<file path="src/rtl/adc_frame_packer.sv">
// adc_frame_packer
//
// Collects 16-word ADC frames from an ID-tagged word stream into a two-slot
// frame buffer, then emits each frame as a header {HDR_TAG, base_id} followed
// by the 16 data words over a valid/ready output.
//
// Optional feature: define PACKER_CHECKSUM_EN to append a modulo-2^16 sum of
// the 16 data words after data word 15. The checksum word then carries
// out_eof, giving 18 words per frame instead of 17.
//
// Ports
//   clk        in   system clock, rising edge
//   rst        in   synchronous active-high reset
//   fiber_in   in   16-bit data word, aligned with id_in
//   id_in      in   8-bit per-word ADC ID; IDLE_ID marks a non-data word
//   out_ready  in   downstream accepts out_data when out_valid is high
//   out_data   out  packed frame word
//   out_valid  out  out_data is valid
//   out_sof    out  header word of a frame
//   out_eof    out  last word of a frame
//   frame_cnt  out  frames emitted (wraps)
//   drop_cnt   out  frames discarded (saturates at 8'hFF)
//   seq_err    out  sticky ID sequence violation flag
module adc_frame_packer #(
    parameter logic [7:0] IDLE_ID = 8'hB3,
    parameter logic [7:0] HDR_TAG = 8'hC5
) (
    input  logic        clk,
    input  logic        rst,
    input  logic [15:0] fiber_in,
    input  logic [7:0]  id_in,
    input  logic        out_ready,
    output logic [15:0] out_data,
    output logic        out_valid,
    output logic        out_sof,
    output logic        out_eof,
    output logic [15:0] frame_cnt,
    output logic [7:0]  drop_cnt,
    output logic        seq_err
);

    typedef enum logic {CapIdle, CapCapt} cap_state_t;
`ifdef PACKER_CHECKSUM_EN
    typedef enum logic [1:0] {OutIdle, OutHdr, OutData, OutCsum} out_state_t;
`else
    typedef enum logic [1:0] {OutIdle, OutHdr, OutData} out_state_t;
`endif

    // Frame buffer
    logic [15:0] r_mem  [0:1][0:15];
    logic [7:0]  r_base [0:1];
    logic [1:0]  r_full;
    logic        r_wr_ptr;
    logic        r_rd_ptr;

    // Capture side
    cap_state_t  r_cap_state;
    logic [3:0]  r_cap_idx;
    logic [7:0]  r_expected;
    logic        r_cap_drop;   // current frame started with no free slot
    logic [7:0]  r_drop_cnt;
    logic        r_seq_err;

    // Output side
    out_state_t  r_out_state;
    logic [3:0]  r_oidx;
    logic [15:0] r_out_data;
    logic        r_out_valid;
    logic        r_out_sof;
    logic        r_out_eof;
    logic [15:0] r_frame_cnt;
`ifdef PACKER_CHECKSUM_EN
    logic [15:0] r_sum;
`endif

    logic w_is_data;
    logic w_in_seq;
    logic w_commit;
    logic w_drop_evt;
    logic w_free;
    logic w_nxt_slot;

    assign w_is_data  = (id_in != IDLE_ID);
    assign w_in_seq   = (id_in == r_expected);
    assign w_commit   = (r_cap_state == CapCapt) && w_is_data && w_in_seq &&
                        (r_cap_idx == 4'd15) && !r_cap_drop;
    // Abort (short frame or bad ID) or completion of a frame with no slot.
    assign w_drop_evt = (r_cap_state == CapCapt) &&
                        (!w_is_data || !w_in_seq || ((r_cap_idx == 4'd15) && r_cap_drop));
    assign w_nxt_slot = ~r_rd_ptr;
`ifdef PACKER_CHECKSUM_EN
    assign w_free     = (r_out_state == OutCsum) && out_ready;
`else
    assign w_free     = (r_out_state == OutData) && out_ready && (r_oidx == 4'd15);
`endif

    // Capture FSM
    always_ff @(posedge clk) begin
        if (rst) begin
            r_cap_state <= CapIdle;
            r_cap_idx   <= 4'd0;
            r_expected  <= 8'd0;
            r_cap_drop  <= 1'b0;
            r_wr_ptr    <= 1'b0;
            r_drop_cnt  <= 8'd0;
            r_seq_err   <= 1'b0;
        end else begin
            if (w_drop_evt && (r_drop_cnt != 8'hFF)) begin
                r_drop_cnt <= r_drop_cnt + 8'd1;
            end
            unique case (r_cap_state)
                CapIdle: begin
                    if (w_is_data) begin
                        if (!r_full[r_wr_ptr]) begin
                            r_mem[r_wr_ptr][0] <= fiber_in;
                            r_base[r_wr_ptr]   <= id_in;
                        end
                        r_cap_drop  <= r_full[r_wr_ptr];
                        r_cap_idx   <= 4'd1;
                        r_expected  <= id_in + 8'd1;
                        r_cap_state <= CapCapt;
                    end
                end
                CapCapt: begin
                    if (!w_is_data) begin
                        r_cap_state <= CapIdle;
                    end else if (!w_in_seq) begin
                        // Offending word is discarded, not used to start a frame.
                        r_seq_err   <= 1'b1;
                        r_cap_state <= CapIdle;
                    end else begin
                        if (!r_cap_drop) begin
                            r_mem[r_wr_ptr][r_cap_idx] <= fiber_in;
                        end
                        r_cap_idx  <= r_cap_idx + 4'd1;
                        r_expected <= r_expected + 8'd1;
                        if (r_cap_idx == 4'd15) begin
                            r_cap_state <= CapIdle;
                            if (!r_cap_drop) begin
                                r_wr_ptr <= ~r_wr_ptr;
                            end
                        end
                    end
                end
                default: r_cap_state <= CapIdle;
            endcase
        end
    end

    // Slot occupancy; commit and free always target different slots.
    always_ff @(posedge clk) begin
        if (rst) begin
            r_full <= 2'b00;
        end else begin
            if (w_commit) begin
                r_full[r_wr_ptr] <= 1'b1;
            end
            if (w_free) begin
                r_full[r_rd_ptr] <= 1'b0;
            end
        end
    end

    // Output FSM with registered outputs
    always_ff @(posedge clk) begin
        if (rst) begin
            r_out_state <= OutIdle;
            r_oidx      <= 4'd0;
            r_out_data  <= 16'h0000;
            r_out_valid <= 1'b0;
            r_out_sof   <= 1'b0;
            r_out_eof   <= 1'b0;
            r_rd_ptr    <= 1'b0;
            r_frame_cnt <= 16'd0;
`ifdef PACKER_CHECKSUM_EN
            r_sum       <= 16'd0;
`endif
        end else if (w_free) begin
            r_rd_ptr    <= w_nxt_slot;
            r_frame_cnt <= r_frame_cnt + 16'd1;
            r_out_eof   <= 1'b0;
            // Chain straight into the next header when the other slot is ready.
            if (r_full[w_nxt_slot]) begin
                r_out_data  <= {HDR_TAG, r_base[w_nxt_slot]};
                r_out_sof   <= 1'b1;
                r_out_state <= OutHdr;
            end else begin
                r_out_valid <= 1'b0;
                r_out_sof   <= 1'b0;
                r_out_state <= OutIdle;
            end
        end else begin
            unique case (r_out_state)
                OutIdle: begin
                    if (r_full[r_rd_ptr]) begin
                        r_out_data  <= {HDR_TAG, r_base[r_rd_ptr]};
                        r_out_valid <= 1'b1;
                        r_out_sof   <= 1'b1;
                        r_out_eof   <= 1'b0;
                        r_out_state <= OutHdr;
                    end
                end
                OutHdr: begin
                    if (out_ready) begin
                        r_out_data  <= r_mem[r_rd_ptr][0];
                        r_out_sof   <= 1'b0;
                        r_oidx      <= 4'd0;
`ifdef PACKER_CHECKSUM_EN
                        r_sum       <= r_mem[r_rd_ptr][0];
`endif
                        r_out_state <= OutData;
                    end
                end
                OutData: begin
                    if (out_ready) begin
`ifdef PACKER_CHECKSUM_EN
                        if (r_oidx == 4'd15) begin
                            r_out_data  <= r_sum;
                            r_out_eof   <= 1'b1;
                            r_out_state <= OutCsum;
                        end else begin
                            r_out_data <= r_mem[r_rd_ptr][r_oidx + 4'd1];
                            r_sum      <= r_sum + r_mem[r_rd_ptr][r_oidx + 4'd1];
                            r_oidx     <= r_oidx + 4'd1;
                        end
`else
                        r_out_data <= r_mem[r_rd_ptr][r_oidx + 4'd1];
                        r_out_eof  <= (r_oidx == 4'd14);
                        r_oidx     <= r_oidx + 4'd1;
`endif
                    end
                end
                default: r_out_state <= OutIdle;
            endcase
        end
    end

    assign out_data  = r_out_data;
    assign out_valid = r_out_valid;
    assign out_sof   = r_out_sof;
    assign out_eof   = r_out_eof;
    assign frame_cnt = r_frame_cnt;
    assign drop_cnt  = r_drop_cnt;
    assign seq_err   = r_seq_err;

endmodule
</file>
<file path="config.mk">
export PLATFORM = sky130hd
export DESIGN_NAME = adc_frame_packer
export DESIGN_NICKNAME = d
export VERILOG_FILES = /design/src/rtl/adc_frame_packer.sv
export SDC_FILE = /design/constraint.sdc
export NUM_CORES = 1
export LEC_CHECK = 0
export ABC_CLOCK_PERIOD_IN_PS = 3500
export BUFFER_PORTS_ARGS = -buffer_cell sky130_fd_sc_hd__buf_2
export CAP_MARGIN = 10
export CORE_ASPECT_RATIO = 0.9
export CORE_UTILIZATION = 40
export DETAILED_ROUTE_END_ITERATION = 12
export GPL_ROUTABILITY_DRIVEN = 0
export MAX_ROUTING_LAYER = met4
export PLACE_DENSITY_LB_ADDON = 0.08
export SYNTH_ARGS = -nofsm -noshare
export SYNTH_HDL_FRONTEND = slang
export SYNTH_SLANG_ARGS = --single-unit
export TNS_END_PERCENT = 100
</file>
<file path="constraint.sdc">
create_clock -name clk -period 3.5 [get_ports clk]
set_input_delay 0 -clock clk [delete_from_list [all_inputs] [get_ports clk]]
set_output_delay 0 -clock clk [all_outputs]
set_load 0.02 [all_outputs]
</file>
==> impl_metrics.ini, run 1 <==
[sta]
tightest_slew_ns = 0.8516
fin_ws_ns = 0.6976
hold_ws_ns = 0.04599
finalClockSkew_ns = 0.02183
finalMaxSlewViolations = 0
hold_violations = 0
post-route-min-period_ns = 2.802
timing.final.crit_share = 0.8007
rsz0062_at_grt = false
setup_viol = 0
timing.fmax_ghz = 0.3568
slew_headroom = 0.4323
tns_ns = 0

[clock_network]
cts_sinks = 597
htreeDepth = 3
insertion_delay_ns = 0.59
cts-buffers-inserted = 66
cts-root-buf = clkbuf_16
post-cts-setup-buffers = 0
cts_buffer_depth = 3
clk_pin_slew_ns = 0.06
cts_tree = yes

[floorplanning]
initial_core_util = 0.4070
dieArea_mm2 = 0.06214
num_rows = 85
io_pins = 71
core_area_mm2 = 0.06009
die-width_um = 262.7
fp.dieH_um = 236.6

[synth]
synth_area_leaders = edfxtp_1 65%, mux4_2 9.8%, dfxtp_1 5.6%
yosysTopAreaCell = edfxtp_1
async_flop_share = 0
yosysWarnings = 0
ys_types = 67
synth_ff_type = edfxtp_1
syn-cell-area_mm2 = 0.02446
seq_area_frac_synth = 0.7047
postSynthCellCount = 1443
synth.avg_cell_area_um2 = 16.95
syn_nets = 1483
ys_ff_latch = 597
yosys.area.top_type_share = 0.6483
synth_edf_count = 528

[place]
dp_hpwl_um = 39560
io_buffers = 70
post-place-ws_ns = 0.7073

[routing]
firstDrtPassIters = 5
drtIter0Drc = 1150
dr_wl_met2_um = 28050
top_layer_used = met4
drcViolationCount = 0
via_per_inst = 5.552
vias = 13480
wl_met1_um = 29690
wl_um = 61830
wl_per_cell_um = 25.47
wl_met3_um = 2951
ant_nets = 0

[setup_path]
cp.arrival_ns = 3.06
worstSetupPathType = reg2reg
r2r_end = r_mem[0][36]
cpMaxStageDelayCell = nor4_4
crit_path_cell_trace = xor2_1 -> nor4_4 -> nand3_4 -> nor3_1 -> nand2_1 -> nor3_2 -> buf_4
worstSetupEndpointType = flop
worstRegToRegCells = 7
rrSetupSlack_ns = 0.70
critPathLaunchType = flop
worst_ep_required_time_ns = 3.76
timing.critical_path.slowest_cell_delay_ns = 0.50
r2r-start = r_expected[4]
cp_max_fo = 16

[cells_and_area]
final_common_cell = edfxtp_1
drive_gt1_frac = 0.2489
nets = 1637
final_cell_mix = 528 x edfxtp_1, 114 x nand2_1, 106 x mux4_2
syn_to_final_growth_pct = 16.03
fill_cells = 5093

[global_routing]
grt_pass1_vias = 13330
antenna_found_initial = 3
grt_start_max_net_pins = 65
grt-ovfl-total = 0
track_usage = 0.2067
grt_first_pass_wirelength_um = 90750

[hold_path]
worst_hold_startpoint = fiber_in[5]
holdPathStages = 1
worst_hold_path_type = in2reg
whs_endpoint = r_mem[1][21]

[pwr]
ir_drop_v = 0.0004154
power.density_mw_per_mm2 = 519.3
p_leak_nw = 9.107

[job]
drv_cap = 0

[status]
status = finished clean
-- synthesized netlist by cell type, types with 9 or more instances --
cell      count
buf_4         9
and3_1        9
a22oi_1      16
dfxtp_1      69
mux2_2       21
a21oi_1      32
xor2_1       29
o21ai_0      17
nor3_1       25
mux4_2      106
inv_1        19
nor2b_1      11
ha_1         13
buf_2        19
clkbuf_1     36
o211ai_1     16
a211oi_1     13
nand2_1     114
mux2i_1      81
a221oi_1     14
xnor2_1       9
nand4_1      17
edfxtp_1    528
nand3_1      32
nor2_1       79
-- cells by family (layout without fill, tap and decap cells) --
group                      count (synthesis)  in the layout  share of synthesized area
other                                      0              1                          0
DFF                                      597            597                     0.7047
buffers and inverters                     99            299                    0.02123
xor gates and xnor gates                  39             39                    0.01473
adders and majority gates                 13             13                   0.006650
AOI/OAI and AO/OA                        152            152                    0.04446
and+or+nand+nor                          335            335                    0.06778
muxes                                    208            208                     0.1404
-- sequential cells by signal, summed over array words and instances, names as in the netlist, 2 cells and up, named ones only --
register     flops
r_base          16
r_out_state      2
r_cap_idx        4
r_mem          512
r_expected       8
frame_cnt       16
r_oidx           4
r_full           2
drop_cnt         8
out_data        16
-- repair_timing --
action / in CTS / in global routing
hold buffers: 23 / 0
hold endpoints to repair: 404 / 0
resized for setup: 0 / 0
-- power breakdown --
group / switching [mW] / internal (mW) / leakage (nW)
logic: 0.224 / 0.0898 / 2.78
registers: 0.0253 / 7.78 / 5.32
clock network: 2.72 / 3.91 / 1.01
total: 2.97 / 11.8 / 9.11
-- metal layers --
layer / vias up / GRT usage
li1: 6050 / -
met1: 6971 / 0.2998
met2: 357 / 0.3034
met3: 97 / 0.03754
met4: 0 / 0.04617
met5: - / -
-- stage by stage --
| stage | std cells | cell area (um^2) | util | total power [mW] |
|---|---|---|---|---|
| finish | 2427 | 28380 | 0.4723 | 14.74 |
| global route | 2426 | 28380 | 0.4723 | 15.20 |
| CTS | 2426 | 28380 | 0.4723 | 14.92 |
| detailed placement | 2289 | 26100 | 0.4344 | 8.248 |
| global placement | 2289 | 26100 | 0.4344 | 8.242 |
| floorplan | 1443 | 24460 | - | 8.069 |
-- layout make-up --
type                            count  area [um^2]  share of cell area
Timing Repair Buffer              165         1196             0.04215
Clock inverter                     32        261.5            0.009214
Inverter                           20        75.07            0.002645
Sequential cell                   597        17240              0.6076
Tap cell                          783        979.7             0.03452
Antenna cell                        1        2.502          0.00008818
Clock buffer                       82         1785             0.06291
Multi-Input combinational cell    747         6835              0.2409
-- worst max-delay path: cells and delay by family (launching register included) --
family	cells	cell delay (ns)
AND/OR/NAND/NOR	5	1.62
buffers and inverters	1	0.30
XOR/XNOR	1	0.20
flip-flops	1	0.35
-- worst max-delay path by stage --
stage	startpoint	to	slack, ns
2_1_floorplan	r_expected[5]	r_mem[0][32]	0.32
3_3_place_gp	flop	out_data[0]	0.71
3_5_place_dp	flop	out_data[0]	0.71
4_1_cts	flop	out_data[0]	0.69
5_1_grt	r_expected[4]	r_mem[0][253]	0.54
6_report	r_expected[4]	r_mem[0][36]	0.70
Note: power is estimated with default switching activity, not from simulation.
==> run 2, diff against run 1 <==
--- a/config.mk
+++ b/config.mk
@@ -5,7 +5,7 @@
 export SDC_FILE = /design/constraint.sdc
 export NUM_CORES = 1
 export LEC_CHECK = 0
-export ABC_CLOCK_PERIOD_IN_PS = 3500
+export ABC_CLOCK_PERIOD_IN_PS = 2650
 export BUFFER_PORTS_ARGS = -buffer_cell sky130_fd_sc_hd__buf_2
 export CAP_MARGIN = 10
 export CORE_ASPECT_RATIO = 0.9
==> constraint.sdc (replaced) <==
create_clock -name clk -period 2.65 [get_ports clk]
set_input_delay 0 -clock clk [delete_from_list [all_inputs] [get_ports clk]]
set_output_delay 0 -clock clk [all_outputs]
set_load 0.02 [all_outputs]
==> run 2 against run 1 <==
  * The run now ends with negative hold slack left
  * Non-clock buffer count grew 61
  * Sequential share of layout area shrank 2.0 points
  * Sequential power grew 32%
  * Clock skew is essentially flat
  * Cell count grew 2.5%
  * First-iteration DRC count grew 15%
  * Routed wire length grew 6.4%
  * Critical path depth grew 2
  * Cell area grew 3.4%
  * Hold slack lost 0.052 ns
  * Global-route usage grew 1.4 points
  * Largest power group unchanged
  * Highest routed layer unchanged
==> impl_metrics.ini, run 2 (synthesis gave the netlist of run 1 again) <==
[status]
status = finished with violations
violations = negative hold slack

[routing]
wl_per_cell_um = 26.45
vias = 13900
drtIter0Drc = 1318
drcViolationCount = 0
via_per_inst = 5.586
wl_um = 65800
firstDrtPassIters = 7
ant_nets = 0

[sta]
timing.fmax_ghz = 0.3963
timing.final.crit_share = 0.9522
finalMaxSlewViolations = 0
slew_headroom = 0.4653
tns_ns = 0
hold_ws_ns = -0.005786
setup_viol = 0
tightest_slew_ns = 0.8020
hold_violations = 8
finalClockSkew_ns = 0.02168
post-route-min-period_ns = 2.523

[setup_path]
cpMaxStageDelayCell = dfxtp_1
r2r_end = out_data[1]
worstSetupPathType = reg2reg
critPathLaunchType = flop
crit_path_cell_trace = ha_2 -> xor2_4 -> buf_12 -> buf_12 -> buf_4 -> mux4_2 -> o211a_1 -> nor4_1 -> o32ai_1
r2r-start = r_oidx[1]
rrSetupSlack_ns = 0.13
cp_max_fo = 13
worstRegToRegCells = 9
critPathTopFamily = buffers and inverters
cp.arrival_ns = 2.99
critPathBufInv = 3
crit_top_cell = buf_12
timing.critical_path.slowest_cell_delay_ns = 0.39
worstSetupEndpointType = flop
cp-startpoint = r_oidx[1]
worst_ep_required_time_ns = 3.12

[cells_and_area]
fill_cells = 5073
final_cell_mix = 528 x edfxtp_1, 114 x nand2_1, 106 x mux4_2
syn_to_final_growth_pct = 20.03
largest_reg_flops = 512
nets = 1698
top_register = r_mem
drive_gt1_frac = 0.2694
final_common_cell = edfxtp_1
utilization = 0.4886

[clock_network]
insertion_delay_ns = 0.60
htreeDepth = 3
cts-root-buf = clkbuf_16
cts_tree = yes
cts-buffers-inserted = 66
cts_buffer_depth = 3
cts_sinks = 597
clk_pin_slew_ns = 0.06

[floorplanning]
fp.dieH_um = 236.6
die-width_um = 262.7
io_pins = 71
num_rows = 85
dieArea_mm2 = 0.06214
core_area_mm2 = 0.06009
initial_core_util = 0.4070

[global_routing]
grt-ovfl-total = 0
grt_first_pass_wirelength_um = 96120
track_usage = 0.2207
antenna_found_initial = 2
grt_pass1_vias = 13940
grt_start_max_net_pins = 61

[place]
io_buffers = 70
dp_hpwl_um = 41400

[pwr]
p_leak_nw = 9.509
p_sw_mw = 3.952
p_sw_frac = 0.2025
ir_drop_v = 0.0006718
p_int_mw = 15.57
pwr-share-clk = 0.450
power.density_mw_per_mm2 = 664.9
combPwrFrac = 0.023
power.sequential.fraction = 0.528

[hold_path]
worst_hold_startpoint = fiber_in[7]
worst_hold_path_type = in2reg
holdPathStages = 1
whs_endpoint = r_mem[1][71]

[job]
drv_cap = 0
[run 2: repair_timing]
item | CTS | global route
resized for setup | 1 | 1
setup buffers | 0 | 1
gates cloned | 0 | 0
hold buffers | 23 | 0
hold endpoints to repair | 320 | 0
pin swaps | 0 | 1
setup endpoints to repair | 1 | 8
[run 2: worst max path at each step]
stage | to | depth (start not counted)
2_1_floorplan | r_mem[1][80] | 6
3_3_place_gp | out_data[3] | 8
3_5_place_dp | out_data[3] | 8
4_1_cts | out_data[1] | 8
5_1_grt | out_data[0] | 10
6_report | out_data[1] | 9
[run 2: per-stage QoR]
step           instances  total power [mW]  cell area (um^2)  hold slack, ns  setup WS [ns]
6_report            2488             19.52             29360       -0.005786         0.1267
5_1_grt             2487             20.09             29360         0.02517       -0.01608
4_1_cts             2486             19.71             29330        0.004624        0.02628
3_5_place_dp        2349             10.92             27070          0.2739        0.04091
3_3_place_gp        2349             10.91             27070          0.2740         0.1092
2_1_floorplan       1443             10.66             24550         0.09661        -0.2108
[run 2: power groups by stage]
stage               sequential [mW]  clock [mW]  combinational, mW
detailed placement             10.5           0              0.417
global placement               10.5           0              0.409
finish                         10.3        8.78              0.441
floorplan                      10.5           0              0.160
global route                   10.3        9.31              0.475
CTS                            10.3        8.97              0.443
[run 2: final cells by class]
| class | count | area [um^2] | area share |
|---|---|---|---|
| sequential | 597 | 17240 | 0.5874 |
| clock inverter | 18 | 157.7 | 0.005370 |
| timing repair buffer | 226 | 2180 | 0.07424 |
| tap | 783 | 979.7 | 0.03337 |
| antenna | 1 | 2.502 | 0.00008524 |
| multi-input combinational | 747 | 6852 | 0.2334 |
| clock buffer | 96 | 1868 | 0.06363 |
| inverter | 20 | 75.07 | 0.002557 |
[run 2: per-layer routing]
metal  global-route usage  up-vias  wire length [um]
met5                    -        -                 0
met4              0.06257        0              1523
met3              0.03494      104              3611
met2               0.3206      385             29590
met1               0.3210     7251             31070
li1                     -     6159                 -
==> run 3, diff against run 2 <==
--- a/config.mk
+++ b/config.mk
@@ -14,6 +14,7 @@
 export GPL_ROUTABILITY_DRIVEN = 0
 export MAX_ROUTING_LAYER = met4
 export PLACE_DENSITY_LB_ADDON = 0.08
+export RECOVER_POWER = 50
 export SYNTH_ARGS = -nofsm -noshare
 export SYNTH_HDL_FRONTEND = slang
 export SYNTH_SLANG_ARGS = --single-unit
==> run 3 against run 2 <==
  * Die area did not move
  * Global-route usage did not move
  * Flip-flop and latch count did not move
  * Via count barely moved
  * Combinational power fell by 2%
  * Routed wire length fell by 0.14%
  * Fmax barely moved
  * Largest power group unchanged
  * The flow finishes with violations (max-capacitance violations, max-slew violations)
  * Hold slack improved by 0.23 ns
  * Clock-buffer cell count did not move
  * Sequential power barely moved
==> impl_metrics.ini, run 3 (synthesis gave the netlist of run 1 again) <==
[hold_path]
worst_hold_path_type = in2reg

[sta]
tightest_slew_ns = 1.962
timing.fmax_ghz = 0.3963
setup_viol = 0
hold_violations = 0
tns_ns = 0
finalClockSkew_ns = 0.01995
post-route-min-period_ns = 2.523
slew_headroom = -0.3083
finalMaxSlewViolations = 463
timing.final.crit_share = 0.9521

[setup_path]
worstSetupPathType = reg2reg
cp.arrival_ns = 2.99
worstSetupEndpointType = flop
cp_max_fo = 13
critPathLaunchType = flop
worst_ep_required_time_ns = 3.11

[floorplanning]
die-width_um = 262.7
initial_core_util = 0.4070
io_pins = 71
dieArea_mm2 = 0.06214
fp.dieH_um = 236.6
core_area_mm2 = 0.06009
num_rows = 85

[cells_and_area]
drive_gt1_frac = 0.2259
top_register = r_mem
syn_to_final_growth_pct = 19.59
utilization = 0.4868
nets = 1698
final_cell_mix = 528 x edfxtp_1, 114 x nand2_1, 106 x mux4_2
fill_cells = 5107
largest_reg_flops = 512
final_common_cell = edfxtp_1

[routing]
drtIter0Drc = 1329
ant_nets = 0
via_per_inst = 5.589
wl_per_cell_um = 26.41
drcViolationCount = 0
wl_um = 65700
firstDrtPassIters = 5
vias = 13910

[clock_network]
cts_buffer_depth = 3
cts_sinks = 597
cts-buffers-inserted = 66
insertion_delay_ns = 0.60
clk_pin_slew_ns = 0.06
cts-root-buf = clkbuf_16
cts_tree = yes
htreeDepth = 3

[place]
io_buffers = 70
dp_hpwl_um = 41400

[status]
status = finished with violations
violations = max-capacitance violations, max-slew violations

[global_routing]
grt_pass1_vias = 13940
grt_start_max_net_pins = 61
grt_first_pass_wirelength_um = 96120
grt-ovfl-total = 0
antenna_found_initial = 2
track_usage = 0.2207

[job]
drv_cap = 14

[pwr]
power.density_mw_per_mm2 = 666.9
ir_drop_v = 0.0006707
p_leak_nw = 9.233
total_power_mw = 19.51
==> run 3: cell types whose count changed in the layout (fill, tap and decap cells not counted) <==
cell and delta:
nor4_2 -1, nor4_1 +1, and3_2 -1, buf_2 -68, buf_4 -4, clkbuf_1 +72, and3_1 +1
==> run 3: layout make-up <==
type | instances | area, um^2 | area share
Sequential cell | 597 | 17240 | 0.5895
Multi-Input combinational cell | 747 | 6844 | 0.2340
Timing Repair Buffer | 226 | 2079 | 0.07109
Clock buffer | 96 | 1868 | 0.06386
Tap cell | 783 | 979.7 | 0.03349
Clock inverter | 18 | 157.7 | 0.005390
Inverter | 20 | 75.07 | 0.002567
Antenna cell | 1 | 2.502 | 0.00008555
==> run 3: worst max-delay path, cell delays in order, from the launching register on <==
cell and delay [ns]:
dfxtp_1 0.39, ha_2 0.30, xor2_4 0.18, buf_12 0.15, buf_12 0.16, buf_4 0.16, mux4_2 0.33, o211a_1 0.30
nor4_1 0.31, o32ai_1 0.10
==> run 3: worst paths after layout <==
kind         slack (ns)           to  cells after the start      start
max                0.13  out_data[1]                      9  r_oidx[1]
min                0.23      out_sof                      3  out_ready
max reg2reg        0.13  out_data[1]                      9  r_oidx[1]
min reg2reg        0.49      seq_err                      2    seq_err
==> run 3: what timing repair did <==
| action | CTS | global route |
|---|---|---|
| hold buffers | 23 | 0 |
| resized for setup | 1 | 1 |
| endpoints found under the hold margin | 320 | 0 |
| pin swaps | 0 | 1 |
| buffers inserted | 0 | 1 |
| setup endpoints to repair | 1 | 8 |
==> run 3: where the power goes <==
| group | switching, mW | internal, mW | leakage [nW] |
|---|---|---|---|
| clock | 3.61 | 5.16 | 0.980 |
| combinational | 0.303 | 0.128 | 2.94 |
| sequential | 0.0324 | 10.3 | 5.32 |
==> run 3: per-stage QoR <==
step / instance area, um^2 / worst slack [ns] / std cells / hold slack (ns)
global placement: 27070 / 0.1092 / 2349 / 0.2740
finish: 29250 / 0.1268 / 2488 / 0.2283
floorplan: 24550 / -0.2108 / 1443 / 0.09661
detailed placement: 27070 / 0.04091 / 2349 / 0.2739
CTS: 29330 / 0.02628 / 2486 / 0.004624
global route: 29250 / -0.01608 / 2487 / 0.2379
==> run 3: routing by layer <==
metal / wire length (um) / vias up / part of all wire / global-route usage
met2: 29480 / 403 / 0.45 / 0.3206
met4: 1534 / 0 / 0.023 / 0.06257
li1: - / 6155 / - / -
met5: 0 / - / 0 / -
met1: 31200 / 7240 / 0.47 / 0.3210
met3: 3491 / 107 / 0.053 / 0.03494
